[src/rtl/vecmac_pkg.sv]
// Shared types and helpers for the vector-MAC adder-tree sequencer.
package vecmac_pkg;

    typedef enum logic [1:0] {
        ST_IDLE  = 2'd0,
        ST_ISSUE = 2'd1,
        ST_DRAIN = 2'd2,
        ST_DONE  = 2'd3
    } state_e;

    localparam int MAX_LANES = 16;

    function automatic int stages_f(input int lanes);
        return (lanes < 4) ? 2 : $clog2(lanes);
    endfunction

    // A lane is kept unless it lies at or beyond rem on a partial final beat.
    function automatic logic keep_lane_f(input int lane, input int rem, input logic last);
        return (!last) || (rem == 0) || (lane < rem);
    endfunction

endpackage

[src/rtl/vecmac_seq_if.sv]
// Command, product-beat, tree and result ports of the adder-tree sequencer.
interface vecmac_seq_if #(
    parameter int LANES = 4,
    parameter int INW   = 16,
    parameter int TREEW = 19,
    parameter int LENW  = 16,
    parameter int ACCW  = 32
) ();
    logic                  cmd_valid;
    logic                  cmd_ready;
    logic [LENW-1:0]       cmd_len;
    logic                  in_valid;
    logic                  in_ready;
    logic [LANES*INW-1:0]  in_prod_flat;
    logic                  tree_in_valid;
    logic [LANES*INW-1:0]  tree_prod_flat;
    logic                  tree_out_valid;
    logic [TREEW-1:0]      tree_sum;
    logic                  res_valid;
    logic                  res_ready;
    logic [ACCW-1:0]       res_sum;
    logic                  res_ovf;
    logic                  busy;

    modport master (
        output cmd_valid, cmd_len, in_valid, in_prod_flat, tree_out_valid, tree_sum, res_ready,
        input  cmd_ready, in_ready, tree_in_valid, tree_prod_flat, res_valid, res_sum, res_ovf, busy
    );

    modport slave (
        input  cmd_valid, cmd_len, in_valid, in_prod_flat, tree_out_valid, tree_sum, res_ready,
        output cmd_ready, in_ready, tree_in_valid, tree_prod_flat, res_valid, res_sum, res_ovf, busy
    );
endinterface

[src/rtl/vecmac_seq_lane_mask_gen.sv]
// Keep mask for one product beat: zeroes tail lanes on a partial final beat.
module vecmac_seq_lane_mask_gen
    import vecmac_pkg::*;
#(
    parameter int LANES = 4,
    parameter int REMW  = 2
) (
    input  logic [REMW-1:0]  rem,
    input  logic             last,
    output logic [LANES-1:0] keep
);

    // Per-lane keep decision
    always_comb begin
        keep = {LANES{1'b0}};
        for (int i = 0; i < LANES; i++) begin
            keep[i] = keep_lane_f(i, int'(rem), last);
        end
    end

endmodule

[src/rtl/vecmac_seq.sv]
// Sequencer feeding LANES-wide product beats to the adder tree and
// accumulating the tree sums into one dot-product result.
module vecmac_seq
    import vecmac_pkg::*;
#(
    parameter int LANES  = 4,
    parameter int INW    = 16,
    parameter int STAGES = stages_f(LANES),
    parameter int TREEW  = INW + STAGES + 1,
    parameter int LENW   = 16,
    parameter int ACCW   = 32
) (
    input  logic        clk,
    input  logic        rst,
    vecmac_seq_if.slave bus
);

    localparam int LOGL = (LANES > 1) ? $clog2(LANES) : 0;
    localparam int REMW = (LANES > 1) ? $clog2(LANES) : 1;
    localparam logic [1:0] IDLE  = ST_IDLE;
    localparam logic [1:0] ISSUE = ST_ISSUE;
    localparam logic [1:0] DRAIN = ST_DRAIN;
    localparam logic [1:0] DONE  = ST_DONE;
    localparam logic [LENW-1:0] ONE_LEN  = LENW'(1);
    localparam logic [LENW-1:0] ZERO_LEN = {LENW{1'b0}};
    localparam logic [LENW-1:0] LANE_MSK = LENW'(LANES - 1);

    logic [1:0]           state_r;
    logic [1:0]           state_nxt_s;
    logic [LENW-1:0]      beats_r;
    logic [LENW-1:0]      iss_cnt_r;
    logic [LENW-1:0]      ret_cnt_r;
    logic [REMW-1:0]      rem_r;
    logic [ACCW-1:0]      acc_r;
    logic                 cmd_ready_r;
    logic                 in_ready_r;
    logic                 tree_in_valid_r;
    logic [LANES*INW-1:0] tree_prod_r;
    logic                 res_valid_r;
    logic [ACCW-1:0]      res_sum_r;
    logic                 res_ovf_r;
    logic                 busy_r;

    logic                 cmd_fire_s;
    logic                 in_fire_s;
    logic                 last_beat_s;
    logic                 tree_ret_s;
    logic                 drain_done_s;
    logic [REMW-1:0]      cmd_rem_s;
    logic [LENW-1:0]      cmd_beats_s;
    logic [LANES-1:0]     keep_s;
    logic [LANES*INW-1:0] masked_s;
    logic [TREEW-1:0]     tree_sum_s;
    logic [ACCW:0]        acc_sum_s;

    assign cmd_fire_s   = bus.cmd_valid & cmd_ready_r;
    assign in_fire_s    = bus.in_valid & in_ready_r;
    assign cmd_rem_s    = REMW'(bus.cmd_len & LANE_MSK);
    assign cmd_beats_s  = (bus.cmd_len >> LOGL) + {{(LENW-1){1'b0}}, (cmd_rem_s != {REMW{1'b0}})};
    assign last_beat_s  = (iss_cnt_r == (beats_r - ONE_LEN));
    assign tree_ret_s   = bus.tree_out_valid & ((state_r == ISSUE) | (state_r == DRAIN));
    assign drain_done_s = (ret_cnt_r == beats_r);
    assign tree_sum_s   = bus.tree_sum;
    // Carry out of the accumulator lands in the extra top bit.
    assign acc_sum_s    = {1'b0, acc_r} + (ACCW+1)'(tree_sum_s);

    vecmac_seq_lane_mask_gen #(
        .LANES (LANES),
        .REMW  (REMW)
    ) u_mask (
        .rem  (rem_r),
        .last (last_beat_s),
        .keep (keep_s)
    );

    for (genvar g = 0; g < LANES; g++) begin : g_lane
        assign masked_s[g*INW +: INW] = keep_s[g] ? bus.in_prod_flat[g*INW +: INW] : {INW{1'b0}};
    end

    // Next-state decode
    always_comb begin
        state_nxt_s = state_r;
        case (state_r)
            IDLE: begin
                if (cmd_fire_s) begin
                    state_nxt_s = (cmd_beats_s == ZERO_LEN) ? DONE : ISSUE;
                end else begin
                    state_nxt_s = IDLE;
                end
            end
            ISSUE: begin
                if (in_fire_s && last_beat_s) begin
                    state_nxt_s = DRAIN;
                end else begin
                    state_nxt_s = ISSUE;
                end
            end
            DRAIN: begin
                if (drain_done_s) begin
                    state_nxt_s = DONE;
                end else begin
                    state_nxt_s = DRAIN;
                end
            end
            DONE: begin
                if (res_valid_r && bus.res_ready) begin
                    state_nxt_s = IDLE;
                end else begin
                    state_nxt_s = DONE;
                end
            end
            default: state_nxt_s = IDLE;
        endcase
    end

    // State, handshake outputs and command bookkeeping
    always_ff @(posedge clk or posedge rst) begin
        if (rst) begin
            state_r     <= IDLE;
            cmd_ready_r <= 1'b0;
            in_ready_r  <= 1'b0;
            busy_r      <= 1'b0;
            res_valid_r <= 1'b0;
            res_sum_r   <= {ACCW{1'b0}};
            beats_r     <= ZERO_LEN;
            rem_r       <= {REMW{1'b0}};
            iss_cnt_r   <= ZERO_LEN;
        end else begin
            state_r     <= state_nxt_s;
            cmd_ready_r <= (state_nxt_s == IDLE);
            in_ready_r  <= (state_nxt_s == ISSUE);
            busy_r      <= (state_nxt_s != IDLE);
            res_valid_r <= (state_nxt_s == DONE);
            if ((state_r != DONE) && (state_nxt_s == DONE)) begin
                res_sum_r <= (state_r == IDLE) ? {ACCW{1'b0}} : acc_r;
            end
            if (cmd_fire_s) begin
                beats_r   <= cmd_beats_s;
                rem_r     <= cmd_rem_s;
                iss_cnt_r <= ZERO_LEN;
            end else if (in_fire_s) begin
                iss_cnt_r <= iss_cnt_r + ONE_LEN;
            end
        end
    end

    // Accumulator and sticky wrap flag
    always_ff @(posedge clk or posedge rst) begin
        if (rst) begin
            acc_r     <= {ACCW{1'b0}};
            res_ovf_r <= 1'b0;
            ret_cnt_r <= ZERO_LEN;
        end else if (cmd_fire_s) begin
            acc_r     <= {ACCW{1'b0}};
            res_ovf_r <= 1'b0;
            ret_cnt_r <= ZERO_LEN;
        end else if (tree_ret_s) begin
            acc_r     <= acc_sum_s[ACCW-1:0];
            res_ovf_r <= res_ovf_r | acc_sum_s[ACCW];
            ret_cnt_r <= ret_cnt_r + ONE_LEN;
        end
    end

    // Issue register in front of the tree
    always_ff @(posedge clk or posedge rst) begin
        if (rst) begin
            tree_in_valid_r <= 1'b0;
            tree_prod_r     <= {(LANES*INW){1'b0}};
        end else begin
            tree_in_valid_r <= in_fire_s;
            if (in_fire_s) begin
                tree_prod_r <= masked_s;
            end
        end
    end

    assign bus.cmd_ready      = cmd_ready_r;
    assign bus.in_ready       = in_ready_r;
    assign bus.tree_in_valid  = tree_in_valid_r;
    assign bus.tree_prod_flat = tree_prod_r;
    assign bus.res_valid      = res_valid_r;
    assign bus.res_sum        = res_sum_r;
    assign bus.res_ovf        = res_ovf_r;
    assign bus.busy           = busy_r;

endmodule

[src/flat_wrapper.sv]
// flat-port wrapper written by rule: the top's interface ports become plain ports
module vecmac_seq_flat import vecmac_pkg::*;
#(
    parameter int LANES  = 4,
    parameter int INW    = 16,
    parameter int STAGES = stages_f(LANES),
    parameter int TREEW  = INW + STAGES + 1,
    parameter int LENW   = 16,
    parameter int ACCW   = 32
)
  (clk, rst, bus_cmd_valid, bus_cmd_len, bus_in_valid, bus_in_prod_flat, bus_tree_out_valid, bus_tree_sum, bus_res_ready, bus_cmd_ready, bus_in_ready, bus_tree_in_valid, bus_tree_prod_flat, bus_res_valid, bus_res_sum, bus_res_ovf, bus_busy);
  vecmac_seq_if #(.LANES(LANES), .INW(INW), .TREEW(TREEW), .LENW(LENW), .ACCW(ACCW)) bus_i ();
  input  logic clk;
  input  logic rst;
  input wire logic [$bits(bus_i.cmd_valid)-1:0] bus_cmd_valid;
  input wire logic [$bits(bus_i.cmd_len)-1:0] bus_cmd_len;
  input wire logic [$bits(bus_i.in_valid)-1:0] bus_in_valid;
  input wire logic [$bits(bus_i.in_prod_flat)-1:0] bus_in_prod_flat;
  input wire logic [$bits(bus_i.tree_out_valid)-1:0] bus_tree_out_valid;
  input wire logic [$bits(bus_i.tree_sum)-1:0] bus_tree_sum;
  input wire logic [$bits(bus_i.res_ready)-1:0] bus_res_ready;
  output wire logic [$bits(bus_i.cmd_ready)-1:0] bus_cmd_ready;
  output wire logic [$bits(bus_i.in_ready)-1:0] bus_in_ready;
  output wire logic [$bits(bus_i.tree_in_valid)-1:0] bus_tree_in_valid;
  output wire logic [$bits(bus_i.tree_prod_flat)-1:0] bus_tree_prod_flat;
  output wire logic [$bits(bus_i.res_valid)-1:0] bus_res_valid;
  output wire logic [$bits(bus_i.res_sum)-1:0] bus_res_sum;
  output wire logic [$bits(bus_i.res_ovf)-1:0] bus_res_ovf;
  output wire logic [$bits(bus_i.busy)-1:0] bus_busy;
  assign bus_i.cmd_valid = bus_cmd_valid;
  assign bus_i.cmd_len = bus_cmd_len;
  assign bus_i.in_valid = bus_in_valid;
  assign bus_i.in_prod_flat = bus_in_prod_flat;
  assign bus_i.tree_out_valid = bus_tree_out_valid;
  assign bus_i.tree_sum = bus_tree_sum;
  assign bus_i.res_ready = bus_res_ready;
  assign bus_cmd_ready = bus_i.cmd_ready;
  assign bus_in_ready = bus_i.in_ready;
  assign bus_tree_in_valid = bus_i.tree_in_valid;
  assign bus_tree_prod_flat = bus_i.tree_prod_flat;
  assign bus_res_valid = bus_i.res_valid;
  assign bus_res_sum = bus_i.res_sum;
  assign bus_res_ovf = bus_i.res_ovf;
  assign bus_busy = bus_i.busy;
  vecmac_seq #(.LANES(LANES), .INW(INW), .STAGES(STAGES), .TREEW(TREEW), .LENW(LENW), .ACCW(ACCW)) u_core (.clk(clk), .rst(rst), .bus(bus_i));
endmodule
[config.mk]
export PLATFORM = sky130hd
export DESIGN_NAME = vecmac_seq_flat
export DESIGN_NICKNAME = d
export VERILOG_FILES = /design/src/rtl/vecmac_pkg.sv /design/src/rtl/vecmac_seq_if.sv /design/src/rtl/vecmac_seq_lane_mask_gen.sv /design/src/rtl/vecmac_seq.sv /design/src/flat_wrapper.sv
export SDC_FILE = /design/constraint.sdc
export NUM_CORES = 1
export LEC_CHECK = 0
export CAP_MARGIN = 20
export CORE_MARGIN = 1
export CORE_UTILIZATION = 47
export DETAILED_ROUTE_END_ITERATION = 8
export DONT_BUFFER_PORTS = 1
export GPL_TIMING_DRIVEN = 1
export HOLD_SLACK_MARGIN = 0.03
export PLACE_DENSITY = 0.69
export SETUP_SLACK_MARGIN = 0.1
export SLEW_MARGIN = 30
export SYNTH_ARGS = -nofsm -noshare
export SYNTH_HDL_FRONTEND = slang
export SYNTH_SLANG_ARGS = --single-unit
export TNS_END_PERCENT = 50
[constraint.sdc]
create_clock -name clk -period 6.79 [get_ports clk]
set_input_delay 0.679 -clock clk [delete_from_list [all_inputs] [get_ports clk]]
set_output_delay 0.679 -clock clk [all_outputs]
set_load 0.02 [all_outputs]
== Yosys cells after proc, flatten, opt, wreduce, memory -nomap -nowiden ==
Cells that the tools add are included.

* Add/subtract/negate cells: 5
* Order comparisons: 3
* Eq/ne operators: 8
* Multiplexer cells: 19
* Bitwise logic cells: 5
* Reduce and logical (&&, ||, !) cells: 16

{| class="wikitable"
|+ Operators by type and width
! operator !! count
|-
| 2-to-1 mux 16 bit || 8
|-
| 2-to-1 mux 32 bit || 3
|-
| adder 32 x 19 -> 33 bit || 1
|-
| adder 16 x 1 -> 16 bit, second input constant || 2
|-
| equality test 16 bit || 2
|-
| zero test 16 bit || 1
|-
| subtractor 16 x 1 -> 16 bit, second input constant || 1
|-
| adder 14 x 1 -> 15 bit || 1
|-
| 2-to-1 mux 2 bit || 4
|-
| one-hot mux 2 bit (4 select lines) || 1
|-
| nonzero test 2 bit || 4
|-
| equality test 2 bit, second input constant || 3
|-
| zero test 2 bit || 3
|-
| equality test 2 x 1 -> 1 bit, second input constant || 2
|-
| logical OR 1 bit || 4
|-
| < comparator 1 x 2 -> 1 bit, first input constant || 2
|-
| AND 1 bit || 3
|-
| logical AND 1 bit || 3
|-
| 2-to-1 mux 1 bit || 3
|-
| < comparator 2 bit, first input constant || 1
|-
| != test 2 bit, second input constant || 1
|-
| bitwise OR 1 bit || 2
|-
| zero test 1 bit || 1
|}

* Flip-flop bits (word level): 186
* Input bits: 105
* Output and inout bits: 102
* Logic and storage cells: 70

== Longest topological paths before layout ==
* Word-level depth: 8
* Mapped depth: 15
* Depth with buffers taken out: 12

== Modules after synthesis ==
Synthesis repeated with hierarchy kept, for this count alone.

* Cell total of the unflattened synthesis: 1057
* Area, all modules: 9897.0 um^2

{| class="wikitable"
|+ By module, submodules not included
! module !! instances !! cells an instance !! area an instance (um^2) !! seq. area each (um^2)
|-
| vecmac_seq || 1 || 1051 || 9860.7 || 4629.4
|-
| vecmac_seq_lane_mask_gen || 1 || 6 || 36.3 || 0.0
|}

== Least setup slack after synthesis ==
Ideal clock, no wire load.

* Path kind: in2reg
* From: input port bus_cmd_len[0]
* To: register u_core.res_sum_r[0], in the netlist u_core.bus.res_sum[0]
* Setup time: 125 ps
* Arrival time: 3306 ps
* Data required time: 6665 ps
* Setup slack: 3359 ps
* Stages on the path: 15
* Buffers on the path: 3
* Path through: or2_2 ha_1 ha_1 clkbuf_1 xor2_1 nor2_1 nand4_1 nor3_1 o211ai_1 o22ai_1 a31o_4 or3b_1 buf_6 buf_12 mux2_4

* Word-level cells in the longest chain between the ends: 8

{| class="wikitable"
|+ Ends and longest elaborated chain
! item !! RTL line !! text
|-
| from (decl) || flat_wrapper.sv:16 || <nowiki>input wire logic [$bits(bus_i.cmd_len)-1:0] bus_cmd_len;</nowiki>
|-
| nonzero test 2 bit || vecmac_seq.sv:59 || <nowiki>assign cmd_beats_s = (bus.cmd_len >> LOGL) + {{(LENW-1){1'b0}}, (cmd_rem_s != {REMW{1'b0}})};</nowiki>
|-
| adder 14 x 1 -> 15 bit || vecmac_seq.sv:59 ||
|-
| zero test 16 bit || vecmac_seq.sv:86 || <nowiki>state_nxt_s = (cmd_beats_s == ZERO_LEN) ? DONE : ISSUE;</nowiki>
|-
| 2-to-1 mux 2 bit || vecmac_seq.sv:86 ||
|-
| 2-to-1 mux 2 bit || vecmac_seq.sv:85 || <nowiki>if (cmd_fire_s) begin</nowiki>
|-
| one-hot mux 2 bit (4 select lines) || vecmac_seq.sv:83 || <nowiki>case (state_r)</nowiki>
|-
| net u_core.state_nxt_s[1] || vecmac_seq.sv:29 || <nowiki>logic [1:0] state_nxt_s;</nowiki>
|-
| equality test 2 bit || vecmac_seq.sv:134 || <nowiki>if ((state_r != DONE) && (state_nxt_s == DONE)) begin</nowiki>
|-
| logical AND 1 bit || vecmac_seq.sv:134 ||
|-
| to (signal assigned) || vecmac_seq.sv:124 || <nowiki>res_sum_r <= {ACCW{1'b0}};</nowiki>
|-
| to (signal assigned) || vecmac_seq.sv:135 || <nowiki>res_sum_r <= (state_r == IDLE) ? {ACCW{1'b0}} : acc_r;</nowiki>
|-
| to (decl) || vecmac_seq.sv:40 || <nowiki>logic [ACCW-1:0] res_sum_r;</nowiki>
|}

The timed path passes the listed nets, and every way through them passes these cells.
A chain may end at the register's enable or synchronous reset.

== Final worst setup path ==
* From: register u_core.beats_r[3]
* To: register u_core.res_sum_r[4], in the netlist u_core.bus.res_sum[4]

* Word-level cells in the longest chain between the ends: 7
* Elaborated cells on any way between the ends: 9
* Classes of those cells: add/sub: 1; eq/ne: 3; mux: 3; reduce/logical: 2

{| class="wikitable"
|+ Ends and longest elaborated chain
! item !! RTL line !! text
|-
| from (decl) || vecmac_seq.sv:30 || <nowiki>logic [LENW-1:0] beats_r;</nowiki>
|-
| from (signal assigned) || vecmac_seq.sv:138 || <nowiki>beats_r <= cmd_beats_s;</nowiki>
|-
| subtractor 16 x 1 -> 16 bit || vecmac_seq.sv:60 || <nowiki>assign last_beat_s = (iss_cnt_r == (beats_r - ONE_LEN));</nowiki>
|-
| equality test 16 bit || vecmac_seq.sv:60 ||
|-
| logical AND 1 bit || vecmac_seq.sv:92 || <nowiki>if (in_fire_s && last_beat_s) begin</nowiki>
|-
| 2-to-1 mux 2 bit || vecmac_seq.sv:92 ||
|-
| one-hot mux 2 bit (4 select lines) || vecmac_seq.sv:83 ||
|-
| net u_core.state_nxt_s[1] || vecmac_seq.sv:29 ||
|-
| equality test 2 bit || vecmac_seq.sv:134 ||
|-
| logical AND 1 bit || vecmac_seq.sv:134 ||
|}

The timed path passes the listed nets, and every way through them passes these cells.

==> flow_metrics.py <==
metrics = {
    "outcome": {
        "status": "complete, no violations",
    },
    "logic_synthesis": {
        "synth_cells": 946,
        "syn_area_per_cell_sq_um": 10.2,
        "synth_seq_cells": 185,
        "synth_warnings": 0,
        "ys_seq_area_share_pct": 48.0,
        "yosys.area.top_type": "dfrtp_1",
        "synth.area.top_cells": "dfrtp_1 (48%), nand2_1 (5.4%), xor2_1 (4.7%)",
        "synthFlopType": "dfrtp_1",
        "syn-num-nets": 1080,
        "syn_area_sq_mm": 0.00964,
        "synthTopCellsByCount": "dfrtp_1 (185), nand2_1 (138), nor2_1 (73)",
        "synth_edf_count": 0,
        "synth_top_area_share_pct": 48.0,
        "synth_most_common_cell": "dfrtp_1",
        "ys_types": 62,
        "async_flop_share_pct": 100,
    },
    "sta": {
        "slew_viol_final": 0,
        "worstMarginPinSlew_ps": 980,
        "hold_violations": 0,
        "rsz0062_at_grt": "no",
        "max_freq_ghz": 0.261,
        "finalCritPeriodShare_pct": 56.5,
        "finalClockSkew_ps": 10.5,
        "period_needed_ps": 3830,
        "relSlewSlack_pct": 34.1,
        "finalSetupViolations": 0,
        "tns_ps": 0,
    },
    "setup_path": {
        "required_ps": 7110,
        "r2r_start": "u_core.beats_r[3]$_DFFE_PP0P_",
        "cp-end-kind": "flip-flop",
        "crit_path_max_fanout": 32,
        "criticalPathCategory": "reg2reg",
        "ff2ff_path_depth": 10,
        "critPathArrivalTime_ps": 4150,
        "r2r-end": "u_core.bus.res_sum[4]$_DFFE_PP0P_",
        "crit_path_start_kind": "flip-flop",
        "rrSetupSlack_ps": 2960,
    },
    "die": {
        "die_area_sq_mm": 0.0211,
        "rows": 52,
        "initial_utilization_pct": 47.8,
        "core-area_sq_mm": 0.0202,
        "die_x_um": 145,
        "dieHeight_um": 145,
        "ios": 207,
    },
    "cts": {
        "cts_buffer_depth": 2,
        "cts_tree": "built",
        "cts_setup_buffers": 0,
        "clkLatencyLatePin_ps": 430,
        "h-tree-depth": 4,
        "clock-sinks": 185,
        "cts_resized": 0,
        "clkSlewWorstSetupHoldPaths_ps": 80,
        "holdBufCountCts": 0,
        "numCtsBuffers": 17,
        "cts_root_buffer": "clkbuf_16",
    },
    "detailed_routing": {
        "vias": 6851,
        "drc_errors": 0,
        "initialDrtViolationCount": 418,
        "first_pass_iters": 5,
        "viasPerCell": 5.66,
        "detail-route-antenna-nets": 0,
        "wl_um": 22000,
        "routedWlPerCell_um": 18.2,
    },
    "power": {
        "cellPowerDensity_mw_per_mm2": 403,
        "ir_drop_v": 0.000174,
        "p_leak_nw": 4.84,
    },
    "global_routing": {
        "grt_max_degree": 115,
        "grt_pass1_wl_um": 36400,
        "grt_overflow": 0,
        "gr-usage-all-layers_pct": 21.6,
        "antenna_found_initial": 1,
        "grt_pass1_vias": 6743,
    },
    "final_layout": {
        "n_fill_cell": 1813,
        "regArea_sq_mm": 0.00463,
        "nets": 1061,
        "multi_input_area_sq_mm": 0.00470,
        "drive_above_1_share_pct": 9.48,
        "synthToLayoutAreaGrowth_pct": 7.75,
        "final_cell_area_sq_mm": 0.0104,
    },
    "place": {
        "place_congestion": 0.901,
        "place_hpwl_um": 15600,
        "placed_cell_area_sq_mm": 0.00981,
        "port_buffers": 0,
    },
    "run": {
        "cap_violations": 0,
    },
    "hold_path": {
        "hold_class": "in2async",
    },
}
-- sequential cells by signal, indices dropped and copies added (netlist names), 2 cells and up --
name / count
u_core.beats_r: 15
u_core.state_r: 2
u_core.iss_cnt_r: 16
u_core.bus.tree_prod_flat: 64
u_core.rem_r: 2
u_core.bus.res_sum: 32
u_core.ret_cnt_r: 16
u_core.acc_r: 32
-- cells by family after synthesis --
kind of cell	share of synthesized area (%)
compound gates	12.9
xor+xnor	8.54
fa+ha+maj	3.84
buf+inv	3.30
flops	48.0
mux	5.43
simple gates	18.0
-- where the power goes --
part | internal (mW) | leakage [nW] | switching [mW]
registers | 1.42 | 2.42 | 0.611
clock network | 0.485 | 0.265 | 0.473
logic | 0.538 | 2.16 | 0.660
-- how the worst max path moves through the flow --
stage | start | end | slack [ps] | cells after the start
4_1_cts | u_core.beats_r[0]$_DFFE_PP0P_ | u_core.bus.res_sum[23]$_DFFE_PP0P_ | 2990 | 10
2_1_floorplan | rst | u_core.acc_r[0]$_DFFE_PP0P_ | 1080 | 1
3_5_place_dp | bus_tree_sum[0] | u_core.acc_r[26]$_DFFE_PP0P_ | 2940 | 11
3_3_place_gp | bus_cmd_len[0] | u_core.bus.res_sum[5]$_DFFE_PP0P_ | 3030 | 12
5_1_grt | u_core.beats_r[0]$_DFFE_PP0P_ | u_core.bus.res_sum[3]$_DFFE_PP0P_ | 2650 | 10
6_report | u_core.beats_r[3]$_DFFE_PP0P_ | u_core.bus.res_sum[4]$_DFFE_PP0P_ | 2960 | 10
-- critical path: stages (launching register included) --
cell,delay [ps]
dfrtp_1,500
nor4_1,530
and2_1,330
nand3_2,150
o31ai_1,230
nand2_1,130
nor4_4,460
a31o_4,240
or3b_2,440
buf_4,300
mux2_4,370
-- metal layers --
layer	track usage (%)	routed length [um]	part of all wire (%)
met5	0	0	0
met1	29.4	10000	45
met2	34.3	10700	49
met4	6.37	284	1.3
met3	5.16	1030	4.7
-- area by class of cell --
cell class / count / share of cell area [%]
diodes: 1 / 0.0241
clock buffers: 17 / 4.10
clock inverters: 14 / 1.33
inverters: 19 / 0.759
multi-input cells: 695 / 45.2
flip-flops and latches: 185 / 44.6
well taps: 270 / 3.25
repair buffers: 9 / 0.711
-- metrics by stage --
stage | util (%) | hold slack, ps | cells | worst slack [ps] | total power, mW
2_1_floorplan | - | 489 | 946 | 1080 | 2.94
3_3_place_gp | 48.6 | 521 | 1177 | 3030 | 3.21
3_5_place_dp | 48.6 | 532 | 1178 | 2940 | 3.24
4_1_cts | 51.4 | 331 | 1209 | 2990 | 4.21
5_1_grt | 51.5 | 300 | 1210 | 2650 | 4.45
6_report | 51.5 | 248 | 1210 | 2960 | 4.19
-- placed cells by master (no fill, tap or decap), types with 8 or more instances in the layout --
master	netlist	layout
nor2_1	73	73
and3_1	8	8
nor2b_1	36	36
a21o_1	10	10
or3_1	8	8
nand2_1	138	137
a22o_1	50	50
o21ai_0	28	28
inv_1	19	18
nor3_1	13	13
xnor2_1	42	42
nand4_1	17	17
mux2_4	30	30
nand3_1	29	29
a21oi_1	37	36
clkbuf_16	0	17
ha_1	28	28
xor2_1	52	52
dfrtp_1	185	185
Power figures use the tool's default switching activity.
